$ cat config.mk
export PLATFORM = sky130hd
export DESIGN_NAME = stats_reporter
export DESIGN_NICKNAME = d
export VERILOG_FILES = /design/src/rtl/stats_reporter.sv
export SDC_FILE = /design/constraint.sdc
export NUM_CORES = 1
export LEC_CHECK = 0
export ABC_AREA = 0
export CAP_MARGIN = 20
export CORE_ASPECT_RATIO = 1.1
export CORE_MARGIN = 5
export CORE_UTILIZATION = 50
export DETAILED_ROUTE_END_ITERATION = 16
export PLACE_DENSITY = 0.8
export SYNTH_ARGS = -nofsm -noshare
export SYNTH_HDL_FRONTEND = slang
export SYNTH_SLANG_ARGS = --single-unit
$ cat constraint.sdc
create_clock -name clk -period 13.4 [get_ports clk]
set_input_delay 3.35 -clock clk [delete_from_list [all_inputs] [get_ports clk]]
set_output_delay 3.35 -clock clk [all_outputs]
set_load 0.05 [all_outputs]
$ cat src/rtl/stats_reporter.sv
// rtl/stats_reporter.sv - snapshot instruction-mix counters and stream them as a 10-byte checksummed frame
module stats_reporter #(
    parameter int          W   = 11,     // counter width, 9..16
    parameter logic [7:0]  HDR = 8'hA5   // frame header byte
) (
    input  logic         clk,
    input  logic         reset,
    input  logic [W-1:0] i,
    input  logic [W-1:0] r,
    input  logic [W-1:0] j,
    input  logic [W-1:0] cnt_clk,
    input  logic         snap_req,
    output logic [7:0]   out_data,
    output logic         out_valid,
    input  logic         out_ready,
    output logic         busy,
    output logic         done,
    output logic [7:0]   drop_cnt
);

    typedef enum logic {
        S_IDLE = 1'b0,
        S_SEND = 1'b1
    } state_t;

    state_t         state_q, state_d;
    logic [3:0]     idx_q, idx_d;
    logic [W-1:0]   snap_i_q, snap_i_d;
    logic [W-1:0]   snap_r_q, snap_r_d;
    logic [W-1:0]   snap_j_q, snap_j_d;
    logic [W-1:0]   snap_c_q, snap_c_d;
    logic           done_q, done_d;
    logic [7:0]     drop_q, drop_d;

    logic [15:0]    ext_i, ext_r, ext_j, ext_c;
    logic [7:0]     checksum;
    logic [7:0]     frame_byte;

    // Counters are zero-extended to 16 bits so the frame layout is independent of W.
    assign ext_i = 16'(snap_i_q);
    assign ext_r = 16'(snap_r_q);
    assign ext_j = 16'(snap_j_q);
    assign ext_c = 16'(snap_c_q);

    // Checksum is the 8-bit wrap-around sum of header plus all eight payload bytes.
    assign checksum = HDR
                    + ext_i[15:8] + ext_i[7:0]
                    + ext_r[15:8] + ext_r[7:0]
                    + ext_j[15:8] + ext_j[7:0]
                    + ext_c[15:8] + ext_c[7:0];

    // Select the frame byte addressed by the current index, MSB byte of each counter first.
    always_comb begin
        frame_byte = 8'h00;
        case (idx_q)
            4'd0:    frame_byte = HDR;
            4'd1:    frame_byte = ext_i[15:8];
            4'd2:    frame_byte = ext_i[7:0];
            4'd3:    frame_byte = ext_r[15:8];
            4'd4:    frame_byte = ext_r[7:0];
            4'd5:    frame_byte = ext_j[15:8];
            4'd6:    frame_byte = ext_j[7:0];
            4'd7:    frame_byte = ext_c[15:8];
            4'd8:    frame_byte = ext_c[7:0];
            4'd9:    frame_byte = checksum;
            default: frame_byte = 8'h00;
        endcase
    end

    // Next-state logic: capture on request in IDLE, advance on each accepted byte in SEND.
    always_comb begin
        state_d  = state_q;
        idx_d    = idx_q;
        snap_i_d = snap_i_q;
        snap_r_d = snap_r_q;
        snap_j_d = snap_j_q;
        snap_c_d = snap_c_q;
        done_d   = 1'b0;
        drop_d   = drop_q;
        case (state_q)
            S_IDLE: begin
                if (snap_req) begin
                    snap_i_d = i;
                    snap_r_d = r;
                    snap_j_d = j;
                    snap_c_d = cnt_clk;
                    idx_d    = 4'd0;
                    state_d  = S_SEND;
                end
            end
            S_SEND: begin
                // A request while a frame is in flight, including the final-byte cycle, is dropped.
                if (snap_req && (drop_q != 8'hFF)) begin
                    drop_d = drop_q + 8'd1;
                end
                if (out_ready) begin
                    if (idx_q == 4'd9) begin
                        idx_d   = 4'd0;
                        done_d  = 1'b1;
                        state_d = S_IDLE;
                    end else begin
                        idx_d = idx_q + 4'd1;
                    end
                end
            end
            default: begin
                state_d = S_IDLE;
                idx_d   = 4'd0;
            end
        endcase
    end

    // State, snapshot and status registers; reset aborts any frame in progress.
    always_ff @(posedge clk or negedge reset) begin
        if (!reset) begin
            state_q  <= S_IDLE;
            idx_q    <= 4'd0;
            snap_i_q <= '0;
            snap_r_q <= '0;
            snap_j_q <= '0;
            snap_c_q <= '0;
            done_q   <= 1'b0;
            drop_q   <= 8'h00;
        end else begin
            state_q  <= state_d;
            idx_q    <= idx_d;
            snap_i_q <= snap_i_d;
            snap_r_q <= snap_r_d;
            snap_j_q <= snap_j_d;
            snap_c_q <= snap_c_d;
            done_q   <= done_d;
            drop_q   <= drop_d;
        end
    end

    assign out_valid = (state_q == S_SEND);
    assign busy      = (state_q == S_SEND);
    assign out_data  = (state_q == S_SEND) ? frame_byte : 8'h00;
    assign done      = done_q;
    assign drop_cnt  = drop_q;

endmodule
==> flow_summary_export.csv <==
group,metric,value,unit
floorplan,rows,33,
timing,slew_headroom,0.449,
timing,fin_skew,0.00459,ns
floorplan,die_x,93.9,µm
clock_tree,h-tree-depth,3,
critical_path,path_max_fanout,3,
place,gp_congestion,0.924,
synthesis,synth_top_area_share,0.375,
routing,drt-total-wl,9110,µm
floorplan,fp.dieH,102,µm
global_route,grt_max_degree,59,
critical_path,crit_chain,"inv_1 -> fa_1 -> inv_1 -> fa_1 -> fa_1 -> inv_1 -> fa_1 -> inv_1 -> ha_1 -> inv_1 -> fa_1 -> nor2b_1 -> o31ai_1 -> a21oi_1 -> or4_1 -> o211ai_1 -> clkdlybuf4s50_1",
cells_and_area,final_layout_size_suffix_gt1_frac,0.0841,
clock_tree,cts_tree,"done",
critical_path,cp-end-kind,"output port",
hold_path,whs_endpoint,"drop_cnt[6]",
synthesis,ys_warn_count,0,
routing,route.detailed.drc,0,
place,hpwl,6850,µm
cells_and_area,fin_util,0.645,
clock_tree,clockBufferDepth,2,
global_route,grt_pass1_vias,3211,
synthesis,synth.distinct_cells,50,
synthesis,synth_fp_nets,488,
timing,worstMarginPinSlew,0.827,ns
synthesis,synthesis.area,3870,µm²
routing,drtIter0Drc,244,
critical_path,rr_endpoint,"idx_q[1]",
global_route,antenna_found_initial,0,
routing,antenna_left,0,
critical_path,path_buf_inv,6,
clock_tree,root_buffer,"clkbuf_8",
routing,drt-vias-per-instance,5.30,
cells_and_area,area_delta_synth_final,25.2,%
routing,wl_per_cell,16.0,µm
timing,rsz0062_at_grt,"no",
timing,tns,0,ns
outcome,status,"finished clean",
floorplan,ios,67,
hold_path,min_path_type,"register to register",
synthesis,synth_top_cell_by_area,"dfrtp_1",
clock_tree,clk_latency,0.33,ns
synthesis,synth_area_leaders,"dfrtp_1 (37%), fa_1 (14%), inv_1 (6.3%), ha_1 (5.2%), o21ai_0 (5.2%)",
critical_path,worst_ep_arrival_time,5.46,ns
clock_tree,cts.sinks,58,
timing,finalHoldViolations,0,
hold_path,hold_depth,1,
global_route,grt_pass1_wl,15100,µm
critical_path,crit_required,10.05,ns
synthesis,synth_seq_cells,58,
timing,fin_crit,8.81,ns
synthesis,synth_ff_type,"dfrtp_1",
hold_path,worst_hold_startpoint,"drop_cnt[6]",
critical_path,r2r_start,"busy",
critical_path,timing_worst_setup_path_type,"register to output port",
floorplan,fp.coreArea,7510,µm²
synthesis,synth_edf_count,0,
place,portBuffers,66,
cells_and_area,final_cell_mix,"inv_1 (65), clkdlybuf4s50_1 (65), dfrtp_1 (58)",
clock_tree,cts_resized,0,
routing,vias,3014,
critical_path,cp-start-kind,"register",
floorplan,start_util,0.515,
routing,drt_first_pass_iters,4,
timing,finalMaxSlewViolations,0,
critical_path,slowest_stage,"clkdlybuf4s50_1",
timing,setup_violations,0,
timing,finalCritPeriodShare,0.657,
synthesis,syn_area_per_cell,9.75,µm²
cells_and_area,num_antenna_cells,0,
global_route,gr-total-overflow,0,
floorplan,die_area,9600,µm²
clock_tree,hold_buffers,0,
timing,maxClockFrequency,0.114,GHz
critical_path,worst_r2r_path_depth,5,
clock_tree,cts.clk_slew.worst_paths,0.07,ns
global_route,gr-usage-all-layers,0.204,
synthesis,synthArstFlopShare,1.00,
clock_tree,post-cts-setup-buffers,0,
synthesis,yosysSeqAreaShare,0.375,
critical_path,max_stage_delay,0.86,ns
clock_tree,cts_buffers,9,
synthesis,syn_inst,397,
cells_and_area,nets,550,
critical_path,reg2reg_slack,11.22,ns
critical_path,crit_family,"adder cells",
run,drv_cap,0,
sequential cells by signal (all words and copies together) (netlist names):
name      count
idx_q         4
snap_r_q     11
drop_cnt      8
done          1
snap_c_q     11
busy          1
snap_i_q     11
snap_j_q     11
logic make-up after synthesis:
kind of cell	Yosys count	share of synthesized area
DFF	58	0.375
muxes	22	0.0650
adders and majority gates	43	0.191
and+or+nand+nor	94	0.118
xor gates and xnor gates	15	0.0339
buffers and inverters	82	0.0853
AOI/OAI and AO/OA	83	0.132
final cells by class:
type | count | area, µm²
sequential | 58 | 1450
multi-input combinational | 257 | 2100
inverter | 65 | 244
fill | 645 | 2670
clock buffer | 11 | 151
tap | 105 | 131
clock inverter | 5 | 100
timing repair buffer | 68 | 671
through the flow:
stage | area (µm²) | cells | hold slack (ns) | setup slack (ns)
6_report | 4850 | 569 | 0.497 | 4.59
3_3_place_gp | 4590 | 553 | 0.480 | 5.08
2_1_floorplan | 3870 | 397 | 0.499 | 5.56
5_1_grt | 4850 | 569 | 0.525 | 4.34
4_1_cts | 4850 | 569 | 0.508 | 4.59
3_5_place_dp | 4590 | 553 | 0.499 | 5.05
Yosys cell counts, types with 2 or more instances:
cell	instances
inv_1	65
dfrtp_1	58
nand2_1	42
o21ai_0	40
fa_1	27
ha_1	16
mux2_2	15
xnor2_1	13
a21oi_1	11
nor2_1	11
nor3_1	8
buf_2	7
mux2i_1	6
nand2b_1	5
nor2b_1	5
a22oi_1	4
and3_1	4
buf_1	4
clkbuf_1	4
nand3_1	4
a21o_1	3
and2_1	3
nand4_1	3
o211ai_1	3
o22ai_1	3
a211o_1	2
a211oi_1	2
a221oi_1	2
a32oi_1	2
o31ai_1	2
or3_1	2
or4_1	2
xor2_1	2
how the worst max path moves through the flow:
stage / start / endpoint / slack, ns / cells past startpoint
after floorplan: snap_i_q[1] / out_data[2] / 5.56 / 16
after global placement: snap_i_q[1] / out_data[7] / 5.08 / 17
after detailed placement: snap_r_q[9] / out_data[2] / 5.05 / 17
after CTS: snap_r_q[9] / out_data[7] / 4.59 / 17
after global routing: snap_i_q[1] / out_data[7] / 4.34 / 17
final: snap_i_q[1] / out_data[7] / 4.59 / 17
metal layers:
metal / vias to the layer above / GRT usage / wire length, µm
li1: 1444 / - / -
met1: 1458 / 0.246 / 3740
met2: 93 / 0.349 / 4590
met3: 19 / 0.0574 / 571
met4: 0 / 0.0778 / 216
met5: - / 0 / 0
Power is left out: the tool's default activity adds up to more than one toggle a clock period on the data nets, which glitch-free logic cannot reach.
==> RTL change (same flow settings) <==
The parameter `W` goes from 11 to 12.
--- a/src/rtl/stats_reporter.sv
+++ b/src/rtl/stats_reporter.sv
@@ -1,6 +1,6 @@
 // rtl/stats_reporter.sv - snapshot instruction-mix counters and stream them as a 10-byte checksummed frame
 module stats_reporter #(
-    parameter int          W   = 11,     // counter width, 9..16
+    parameter int          W   = 12,     // counter width, 9..16
     parameter logic [7:0]  HDR = 8'hA5   // frame header byte
 ) (
     input  logic         clk,
Interface: changed (resized cnt_clk, i, j and r); port bits go from 67 to 71. No check against the original RTL was run, so the function may have changed too.
==> RTL change against the original RTL <==
  * Setup slack improved by 0.048 ns
  * Largest cell class unchanged
  * Fmax up 0.54%
  * Sequential cell count up 4
  * Area after synthesis grew 7.8%
  * Utilization shrank 2.4 points
  * Cell area up 6.1%
  * Synthesized cell count rose by 9.8%
  * Wire length rose by 6.6%
Power is left out: the tool's default activity adds up to more than one toggle a clock period on the data nets, which glitch-free logic cannot reach.
==> RTL change: results (changes against the original RTL) <==
slew margin rel.=46.1% (+1.2 points); wire per inst=15.7 um (-1.7%); CP arrival=5.41 ns (-0.05 ns); Cell Count Post-Placement=601 (+8.7%); largest net degree at the start of global routing=88 (+49%); Mapped Cells=436 (+9.8%); initial drt markers=180 (-26%); clk_lat worst skew=0.35 ns (+0.02 ns); ant diodes=0 (unchanged); Final Hold Slack=0.502 ns (+0.00524 ns); Post-Synth XOR/XNOR Area=3.36% (-0.034 points); CP delay by family, top=adder cells; IO buf count=70 (+6.1%); share of cells above drive strength 1=8.30% (-0.10 points); CP peak stage delay=0.87 ns; register area share after synthesis=37.2% (-0.30 points); setup slack, reg-to-reg=11.41 ns (+0.19 ns); library cells used by synthesis=51 (+2.0%); Seq. cell area=0.00155 sq mm (+6.9%); WHS Path Cells=1 (unchanged); vias in the first global route=3482 (+8.4%); syn_nets=533 (+9.2%); Async SR Flop Fraction=100% (unchanged); worst r2r src=busy; top cells by area, synth=dfrtp_1 37%, fa_1 15%, inv_1 7.3%, o21ai_0 5.8%, nand2_1 4.2%; first-pass GRT wire length=16600 um (+9.8%); CTS Buffer Depth=2 (unchanged); Worst Hold Class=reg -> reg; total wire length=9710 um (+6.6%); r2r endpoint=idx_q[1]; outcome=finished, final reports clean; Synth Area in Compound Gates=14.0% (+0.82 points); most instantiated cells after synthesis=81 x inv_1, 62 x dfrtp_1, 48 x o21ai_0; post-synthesis adder-cell area fraction=19.1% (-0.058 points); Final Wtd Congestion=0.894 (-3.2%); critical path peak fanout=3 (unchanged); DP HPWL=7150 um (+4.3%); mux share of post-synthesis cell area=6.24% (-0.26 points); number of buffers created by CTS=9 (unchanged); initial antenna violation count=0 (unchanged); clk slew on worst S/H paths=0.07 ns (about the same); GRT Resource Usage Total=20.1% (-0.31 points); Clock Skew=0.00500 ns (+0.000418 ns); DRT Pass-1 Iters=4 (unchanged); CTS resizes=0 (unchanged); DP Area=0.00494 sq mm (+7.6%); via count=3239 (+7.5%); Place WS=5.01 ns (-0.0347 ns); H-tree lvl count=3 (unchanged); R2R depth=5 (unchanged); Worst Hold Path EP=drop_cnt[6]; top_reg_cell synth=dfrtp_1; layout filler cell count=694 (+7.6%)
==> RTL change: cell types whose count changed in the layout (fill, tap and decap cells not counted), moves of 3 or more <==
cell             before  now
a21oi_1              11   14
clkdlybuf4s50_1      65   69
dfrtp_1              58   62
fa_1                 27   31
inv_1                65   81
nand2_1              42   47
nand2b_1              5    0
nand3_1               4    7
nor3_1                8    3
o21ai_0              40   48
==> RTL change: kinds of logic (layout without fill, tap and decap cells) <==
| kind of cell | Yosys count | count (layout) |
|---|---|---|
| AO/OA/AOI/OAI | 95 | 95 |
| flip-flops | 62 | 62 |
| multiplexers | 23 | 23 |
| adder cells (fa/ha/maj) | 45 | 45 |
| XOR/XNOR | 16 | 16 |
| AND/OR/NAND/NOR | 93 | 93 |
| buffers and inverters | 102 | 172 |
==> RTL change: worst max path at each step <==
stage	from	endpoint	slack [ns]	depth (start not counted)
final	snap_i_q[1]	out_data[7]	4.64	17
after global routing	snap_i_q[1]	out_data[7]	4.39	17
after CTS	snap_i_q[1]	out_data[7]	4.62	17
after detailed placement	snap_i_q[1]	out_data[7]	5.01	17
after global placement	snap_i_q[1]	out_data[7]	5.07	17
after floorplan	snap_i_q[1]	out_data[5]	5.75	16
==> RTL change: final cells by class <==
cell class                 instances  share of cell area, %
clock inverter                     7                   1.44
sequential                        62                   30.2
clock buffer                       9                   2.41
tap                              111                   2.70
timing repair buffer              74                   14.1
inverter                          82                   5.99
multi-input combinational        272                   43.2
==> RTL change: layer usage <==
| layer | wire length (um) | part of all wire [%] | GRT usage, % |
|---|---|---|---|
| met1 | 4040 | 42 | 25.6 |
| met2 | 4780 | 49 | 32.8 |
| met3 | 582 | 6.0 | 4.24 |
| met4 | 312 | 3.2 | 9.33 |
| met5 | 0 | 0 | 0 |
